**config.mk**
```make
export PLATFORM = sky130hd
export DESIGN_NAME = mdio_frame_ctrl
export DESIGN_NICKNAME = d
export VERILOG_FILES = /design/src/rtl/mdio_pkg.sv /design/src/rtl/mdio_preamble_det.sv /design/src/rtl/mdio_frame_ctrl.sv
export SDC_FILE = /design/constraint.sdc
export NUM_CORES = 1
export LEC_CHECK = 0
export CAP_MARGIN = 10
export CORE_AREA = 5 5 78 80
export DETAILED_ROUTE_END_ITERATION = 12
export DIE_AREA = 0 0 83 85
export DONT_BUFFER_PORTS = 1
export GPL_ROUTABILITY_DRIVEN = 0
export PLACE_DENSITY = 0.77
export SETUP_SLACK_MARGIN = 0.02
export SLEW_MARGIN = 10
export SYNTH_ARGS = -nofsm -noshare
export SYNTH_HDL_FRONTEND = slang
export SYNTH_HIERARCHICAL = 1
export SYNTH_SLANG_ARGS = --single-unit
```
**constraint.sdc**
```tcl
create_clock -name clk -period 2.8 [get_ports clk]
set_input_delay 0.28 -clock clk [delete_from_list [all_inputs] [get_ports clk]]
set_output_delay 0.28 -clock clk [all_outputs]
set_load 0.02 [all_outputs]
```
**src/rtl/mdio_pkg.sv**
```systemverilog
// mdio_pkg: shared definitions for the Clause-22 MDIO frame controller.
//   - state_t: frame decoder FSM states
//   - OP/TA codes as they appear in the shift window (older bit in [1])
//   - default preamble length and per-field bit counts
//   - field_done(): true on the last bit of a field
package mdio_pkg;

  typedef enum logic [2:0] {
    S_IDLE,
    S_ST,
    S_OP,
    S_PHYAD,
    S_REGAD,
    S_TA,
    S_DATA
  } state_t;

  localparam logic [1:0] OP_WRITE = 2'b01;
  localparam logic [1:0] OP_READ  = 2'b10;
  localparam logic [1:0] TA_WRITE = 2'b10;

  localparam int PRE_LEN_DEF = 32;
  localparam int OP_LEN      = 2;
  localparam int PHYAD_LEN   = 5;
  localparam int REGAD_LEN   = 5;
  localparam int TA_LEN      = 2;
  localparam int DATA_LEN    = 16;

  // bit_cnt counts from 0, so the field ends when it reaches len-1.
  function automatic logic field_done(input logic [3:0] cnt, input int len);
    return cnt == 4'(len - 1);
  endfunction

endpackage

```
**src/rtl/mdio_preamble_det.sv**
```systemverilog
// mdio_preamble_det: counts consecutive preamble ones on the MDIO line.
//   clk, rstn    : clock, asynchronous active-low reset
//   soft_reset   : synchronous reset, same effect as rstn
//   bit_valid    : a new bit is present and the decoder is in IDLE
//   bit_in       : the new MDIO bit
//   clear        : decoder is inside a frame; hold the count at zero
//   pre_ok       : a 0 now would be accepted as the first ST bit
// Build option: MDIO_PREAMBLE_SUPPRESS_EN relaxes pre_ok to "at least one 1",
// so frames separated by a single idle bit are accepted.
module mdio_preamble_det #(
  parameter int PRE_LEN = 32
) (
  input  logic clk,
  input  logic rstn,
  input  logic soft_reset,
  input  logic bit_valid,
  input  logic bit_in,
  input  logic clear,
  output logic pre_ok
);

  logic [5:0] ones_cnt;

  always_ff @(posedge clk or negedge rstn) begin
    if (!rstn) begin
      ones_cnt <= '0;
    end else if (soft_reset || clear) begin
      ones_cnt <= '0;
    end else if (bit_valid) begin
      if (!bit_in)
        ones_cnt <= '0;
      else if (ones_cnt != 6'(PRE_LEN))
        ones_cnt <= ones_cnt + 6'd1;  // saturates at PRE_LEN
    end
  end

`ifdef MDIO_PREAMBLE_SUPPRESS_EN
  assign pre_ok = (ones_cnt != 6'd0);
`else
  assign pre_ok = (ones_cnt == 6'(PRE_LEN));
`endif

endmodule

```
**src/rtl/mdio_frame_ctrl.sv**
```systemverilog
// mdio_frame_ctrl: Clause-22 MDIO frame decoder for the PHY-side slave.
//   clk, rstn         : clock, asynchronous active-low reset
//   soft_reset        : synchronous reset, same effect as rstn; aborts a frame
//   shift_reg_window  : datapath window, bit0 = newest MDIO bit
//   update_stage      : one-clk strobe, window holds a new bit
//   phy_addr          : this PHY's address
//   data_phase        : high during the 16 data bits
//   is_write          : OP of current frame was write
//   mdio_out_cnt      : data bit index 0..15
//   mdio_txd          : read data held for the datapath
//   mdio_oe           : pad output enable (read data phase)
//   reg_addr          : captured REGAD
//   reg_rd / reg_rdata: one-clk read strobe / data valid the clk after
//   reg_wr / reg_wdata: one-clk write strobe / data valid with it
//   frame_err         : one-clk pulse on an aborted frame
// Build option: MDIO_PREAMBLE_SUPPRESS_EN (see mdio_preamble_det).
module mdio_frame_ctrl
  import mdio_pkg::*;
#(
  parameter int PRE_LEN = PRE_LEN_DEF
) (
  input  logic        clk,
  input  logic        rstn,
  input  logic        soft_reset,
  input  logic [15:0] shift_reg_window,
  input  logic        update_stage,
  input  logic [4:0]  phy_addr,
  output logic        data_phase,
  output logic        is_write,
  output logic [3:0]  mdio_out_cnt,
  output logic [15:0] mdio_txd,
  output logic        mdio_oe,
  output logic [4:0]  reg_addr,
  output logic        reg_rd,
  input  logic [15:0] reg_rdata,
  output logic        reg_wr,
  output logic [15:0] reg_wdata,
  output logic        frame_err
);

  state_t     state;
  logic [3:0] bit_cnt;
  logic       rd_pend;   // reg_rd was high last clk: reg_rdata is valid now
  logic       pre_ok;
  logic       b;

  assign b = shift_reg_window[0];

  mdio_preamble_det #(.PRE_LEN(PRE_LEN)) u_pre (
    .clk        (clk),
    .rstn       (rstn),
    .soft_reset (soft_reset),
    .bit_valid  (update_stage && (state == S_IDLE)),
    .bit_in     (b),
    .clear      (state != S_IDLE),
    .pre_ok     (pre_ok)
  );

  assign mdio_oe = data_phase & ~is_write;

  // NOTE: all state and registered outputs use non-blocking assignments so
  // every branch below sees the pre-edge values regardless of statement order.
  always_ff @(posedge clk or negedge rstn) begin
    if (!rstn) begin
      state        <= S_IDLE;
      bit_cnt      <= '0;
      rd_pend      <= 1'b0;
      data_phase   <= 1'b0;
      is_write     <= 1'b0;
      mdio_out_cnt <= '0;
      mdio_txd     <= '0;
      reg_addr     <= '0;
      reg_rd       <= 1'b0;
      reg_wr       <= 1'b0;
      reg_wdata    <= '0;
      frame_err    <= 1'b0;
    end else if (soft_reset) begin
      // Abort silently: no pending write and no error pulse survive.
      state        <= S_IDLE;
      bit_cnt      <= '0;
      rd_pend      <= 1'b0;
      data_phase   <= 1'b0;
      is_write     <= 1'b0;
      mdio_out_cnt <= '0;
      mdio_txd     <= '0;
      reg_addr     <= '0;
      reg_rd       <= 1'b0;
      reg_wr       <= 1'b0;
      reg_wdata    <= '0;
      frame_err    <= 1'b0;
    end else begin
      reg_rd    <= 1'b0;
      reg_wr    <= 1'b0;
      frame_err <= 1'b0;
      rd_pend   <= reg_rd;
      if (rd_pend)
        mdio_txd <= reg_rdata;

      if (update_stage) begin
        case (state)
          S_IDLE: begin
            // This 0 is the first ST bit.
            if (!b && pre_ok) begin
              state   <= S_ST;
              bit_cnt <= '0;
            end
          end

          S_ST: begin
            if (b) begin
              state <= S_OP;
            end else begin
              frame_err <= 1'b1;
              state     <= S_IDLE;
            end
            bit_cnt <= '0;
          end

          S_OP: begin
            if (field_done(bit_cnt, OP_LEN)) begin
              bit_cnt <= '0;
              case (shift_reg_window[1:0])
                OP_WRITE: begin
                  is_write <= 1'b1;
                  state    <= S_PHYAD;
                end
                OP_READ: begin
                  is_write <= 1'b0;
                  state    <= S_PHYAD;
                end
                default: begin
                  frame_err <= 1'b1;
                  state     <= S_IDLE;
                end
              endcase
            end else begin
              bit_cnt <= bit_cnt + 4'd1;
            end
          end

          S_PHYAD: begin
            if (field_done(bit_cnt, PHYAD_LEN)) begin
              bit_cnt <= '0;
              // Frames for other PHYs are not errors; just stop listening.
              state   <= (shift_reg_window[4:0] == phy_addr) ? S_REGAD : S_IDLE;
            end else begin
              bit_cnt <= bit_cnt + 4'd1;
            end
          end

          S_REGAD: begin
            if (field_done(bit_cnt, REGAD_LEN)) begin
              bit_cnt  <= '0;
              reg_addr <= shift_reg_window[4:0];
              // Issued here so the read data is in mdio_txd well before TA ends.
              reg_rd   <= ~is_write;
              state    <= S_TA;
            end else begin
              bit_cnt <= bit_cnt + 4'd1;
            end
          end

          S_TA: begin
            if (field_done(bit_cnt, TA_LEN)) begin
              bit_cnt <= '0;
              if (is_write && (shift_reg_window[1:0] != TA_WRITE)) begin
                frame_err <= 1'b1;
                state     <= S_IDLE;
              end else begin
                data_phase   <= 1'b1;
                mdio_out_cnt <= '0;
                state        <= S_DATA;
              end
            end else begin
              bit_cnt <= bit_cnt + 4'd1;
            end
          end

          S_DATA: begin
            if (field_done(bit_cnt, DATA_LEN)) begin
              bit_cnt      <= '0;
              data_phase   <= 1'b0;
              mdio_out_cnt <= '0;
              state        <= S_IDLE;
              if (is_write) begin
                reg_wdata <= shift_reg_window;
                reg_wr    <= 1'b1;
              end
            end else begin
              bit_cnt      <= bit_cnt + 4'd1;
              mdio_out_cnt <= mdio_out_cnt + 4'd1;
            end
          end

          default: begin
            state   <= S_IDLE;
            bit_cnt <= '0;
          end
        endcase
      end
    end
  end

endmodule

```
==> flow_summary.yaml <==
status:
  outcome: "completed"
clocking:
  htree_levels: 3
  cts_resized: 0
  cts-root-buf: "clkbuf_8"
  cts_sinks: 60
  cts_buffers: 9
  cts_tree: "done"
  clkLatencyLatePin_ns: 0.33
  hold_buffers: 4
  clockBufferDepth: 2
  cts.clk_slew.worst_paths_ns: 0.07
  post_cts_buffers: 0
detailed_routing:
  drt_first_pass_iters: 4
  drtAntennaViolNets: 0
  drc: 0
  avgRoutedWirePerCell_um: 18.9
  drt_iter0_markers: 175
  viasPerCell: 6.06
  routed_wl_mm: 7.24
  vias: 2322
sta:
  tightestPinTransition_ns: 0.798
  period_share_pct: 76.7
  fmax_ghz: 0.466
  tns_ns: 0
  fin_skew_ns: 0.0121
  setup-violations-final: 0
  max_slew_margin_pct: 46.8
  rsz0062_at_grt: "no"
  timing.final.crit_period_ns: 2.15
  finalMaxSlewViolations: 0
  hold_violations: 0
critical_path:
  path_class: "register to register"
  cp-start-kind: "register"
  path_max_fanout: 9
  required_ns: 3.02
  cp.arrival_ns: 2.37
  critPathCaptureType: "register"
logic_synthesis:
  synthFlopType: "dfrtp_1"
  ys_seq_area_share_pct: 46.8
  synthArstFlopShare_pct: 100
  yosys-top-cells-area: "dfrtp_1 (47%), mux2i_1 (12%), nor2_1 (5.1%), ha_1 (3.1%), buf_6 (1.8%)"
  syn_inst: 304
  ys_ff_latch: 60
  synth_top_area_share_pct: 46.8
  syn-cell-area_um2: 3210
  yosysTopAreaCell: "dfrtp_1"
  ys.warnings.count: 6
  yosysUniqueCellTypes: 65
  avgSynthCellArea_um2: 10.6
  synth_edf_count: 0
  syn-num-nets: 353
global_route:
  gr-total-overflow: 0
  grt_pass1_wl_mm: 11.6
  grt_pass1_vias: 2240
  antenna_found_initial: 0
  grt_max_degree: 61
  track_usage_pct: 20.0
cells_and_area:
  layout_commonest_cell: "dfrtp_1"
  mostFrequentLayoutCells: "dfrtp_1 (60), nor2_1 (44), mux2i_1 (37)"
  stdcell_count: 383
  stdcell_area_um2: 3450
  fin_nets: 355
  diodes: 0
  syn2layout_area_growth_pct: 7.56
  drive_gt1_share_pct: 11.6
place:
  place_area_um2: 3190
  placedCellCount: 359
  port_buffers: 0
  post-dp-hpwl_mm: 4.72
job:
  maxCapViolations: 0
power:
  seqPwrFrac_pct: 54.4
  fin_total_pwr_uw: 1630
  leakage_uw: 0.00159
  ir_drop_mv: 0.295
  combPwrFrac_pct: 4.8
  clkPwrFrac_pct: 40.8
  p_sw_share_pct: 25.2
  switchingPower_uw: 410
  power_density_nw_per_um2: 472
  intPower_uw: 1220
floorplan:
  core_area_um2: 5340
  initial_utilization_pct: 60.2
  io_pins: 88
  rows: 27
  die_x_um: 83
  die_h_um: 85
  die_area_um2: 7060
min_path:
  min_path_type: "primary input to register"
==> cell type report <==
| type | count | area (um2) |
|---|---|---|
| inverters | 11 | 41.3 |
| flip-flops and latches | 60 | 1500 |
| repair buffers | 9 | 105 |
| fillers | 437 | 1880 |
| well taps | 72 | 90.1 |
| clock inverters | 7 | 43.8 |
| multi-input cells | 215 | 1550 |
| clock buffers | 9 | 124 |
==> metal layers <==
metal  vias up  track usage (%)  wire length, um
met5         -                0                0
met3        10             7.86              550
met1      1141             26.7             3230
met2        82             30.5             3390
met4         0             5.65               68
li1       1089                -                -
==> Yosys cell counts (5+ instances only) <==
| cell | number |
|---|---|
| dfrtp_1 | 60 |
| mux2i_1 | 37 |
| nor2_1 | 44 |
| nand3_1 | 8 |
| o21ai_0 | 8 |
| inv_1 | 11 |
| ha_1 | 8 |
| buf_6 | 5 |
| nand3b_1 | 6 |
| clkbuf_1 | 6 |
| nand2b_1 | 8 |
| nand2_1 | 10 |
| a21oi_1 | 6 |
==> registers in the layout, indices dropped and copies added, names as in the netlist <==
signal	cells
bit_cnt	4
u_pre/ones_cnt	6
rd_pend	1
reg_wdata	16
data_phase	1
is_write	1
mdio_out_cnt	4
reg_rd	1
state	3
reg_addr	5
mdio_txd	16
frame_err	1
reg_wr	1
==> cells by family after synthesis <==
kind of cell | after synthesis | synth area share (%)
adder cells (fa/ha/maj) | 8 | 3.12
multiplexers | 37 | 11.5
flip-flops | 60 | 46.8
AND/OR/NAND/NOR | 117 | 21.2
buffers and inverters | 29 | 5.03
AO/OA/AOI/OAI | 48 | 11.0
XOR/XNOR | 5 | 1.36
==> critical path, stage by stage (launching register included) <==
cell     delay [ns]
dfrtp_1        0.40
inv_1          0.10
ha_1           0.14
nor4b_2        0.27
and2_1         0.17
and2b_1        0.18
o21ai_4        0.11
or4_4          0.53
mux2i_1        0.13
==> worst paths after layout <==
kind                       slack [ns]         startpoint  depth (start not counted)           endpoint
max                              0.65  u_pre/ones_cnt[1]                          8           state[0]
min reg2reg                      0.55  u_pre/ones_cnt[0]                          1  u_pre/ones_cnt[0]
min in group asynchronous        0.49               rstn                          2            rd_pend
max reg2reg                      0.65  u_pre/ones_cnt[1]                          8           state[0]
max in group asynchronous        2.07               rstn                          2      reg_wdata[12]
min                              0.01         soft_reset                          1       reg_wdata[0]
==> power groups by stage <==
stage / combinational, uW / sequential, uW / clock [uW]
2_1_floorplan: 47.7 / 901 / 0
3_3_place_gp: 38.4 / 903 / 0
3_5_place_dp: 39.6 / 904 / 0
4_1_cts: 68.7 / 887 / 673
5_1_grt: 88.1 / 887 / 714
6_report: 77.6 / 887 / 665
==> stage by stage <==
| stage | hold WS [ns] | worst slack, ns | utilization (%) |
|---|---|---|---|
| after floorplan | -0.0156 | 0.817 | - |
| after global placement | -0.0142 | 0.745 | 59.7 |
| after detailed placement | -0.0141 | 0.692 | 59.7 |
| after CTS | 0.00455 | 0.669 | 63.9 |
| after global routing | 0.00440 | 0.478 | 64.7 |
| final | 0.0130 | 0.653 | 64.7 |
Power figures use the tool's default switching activity.
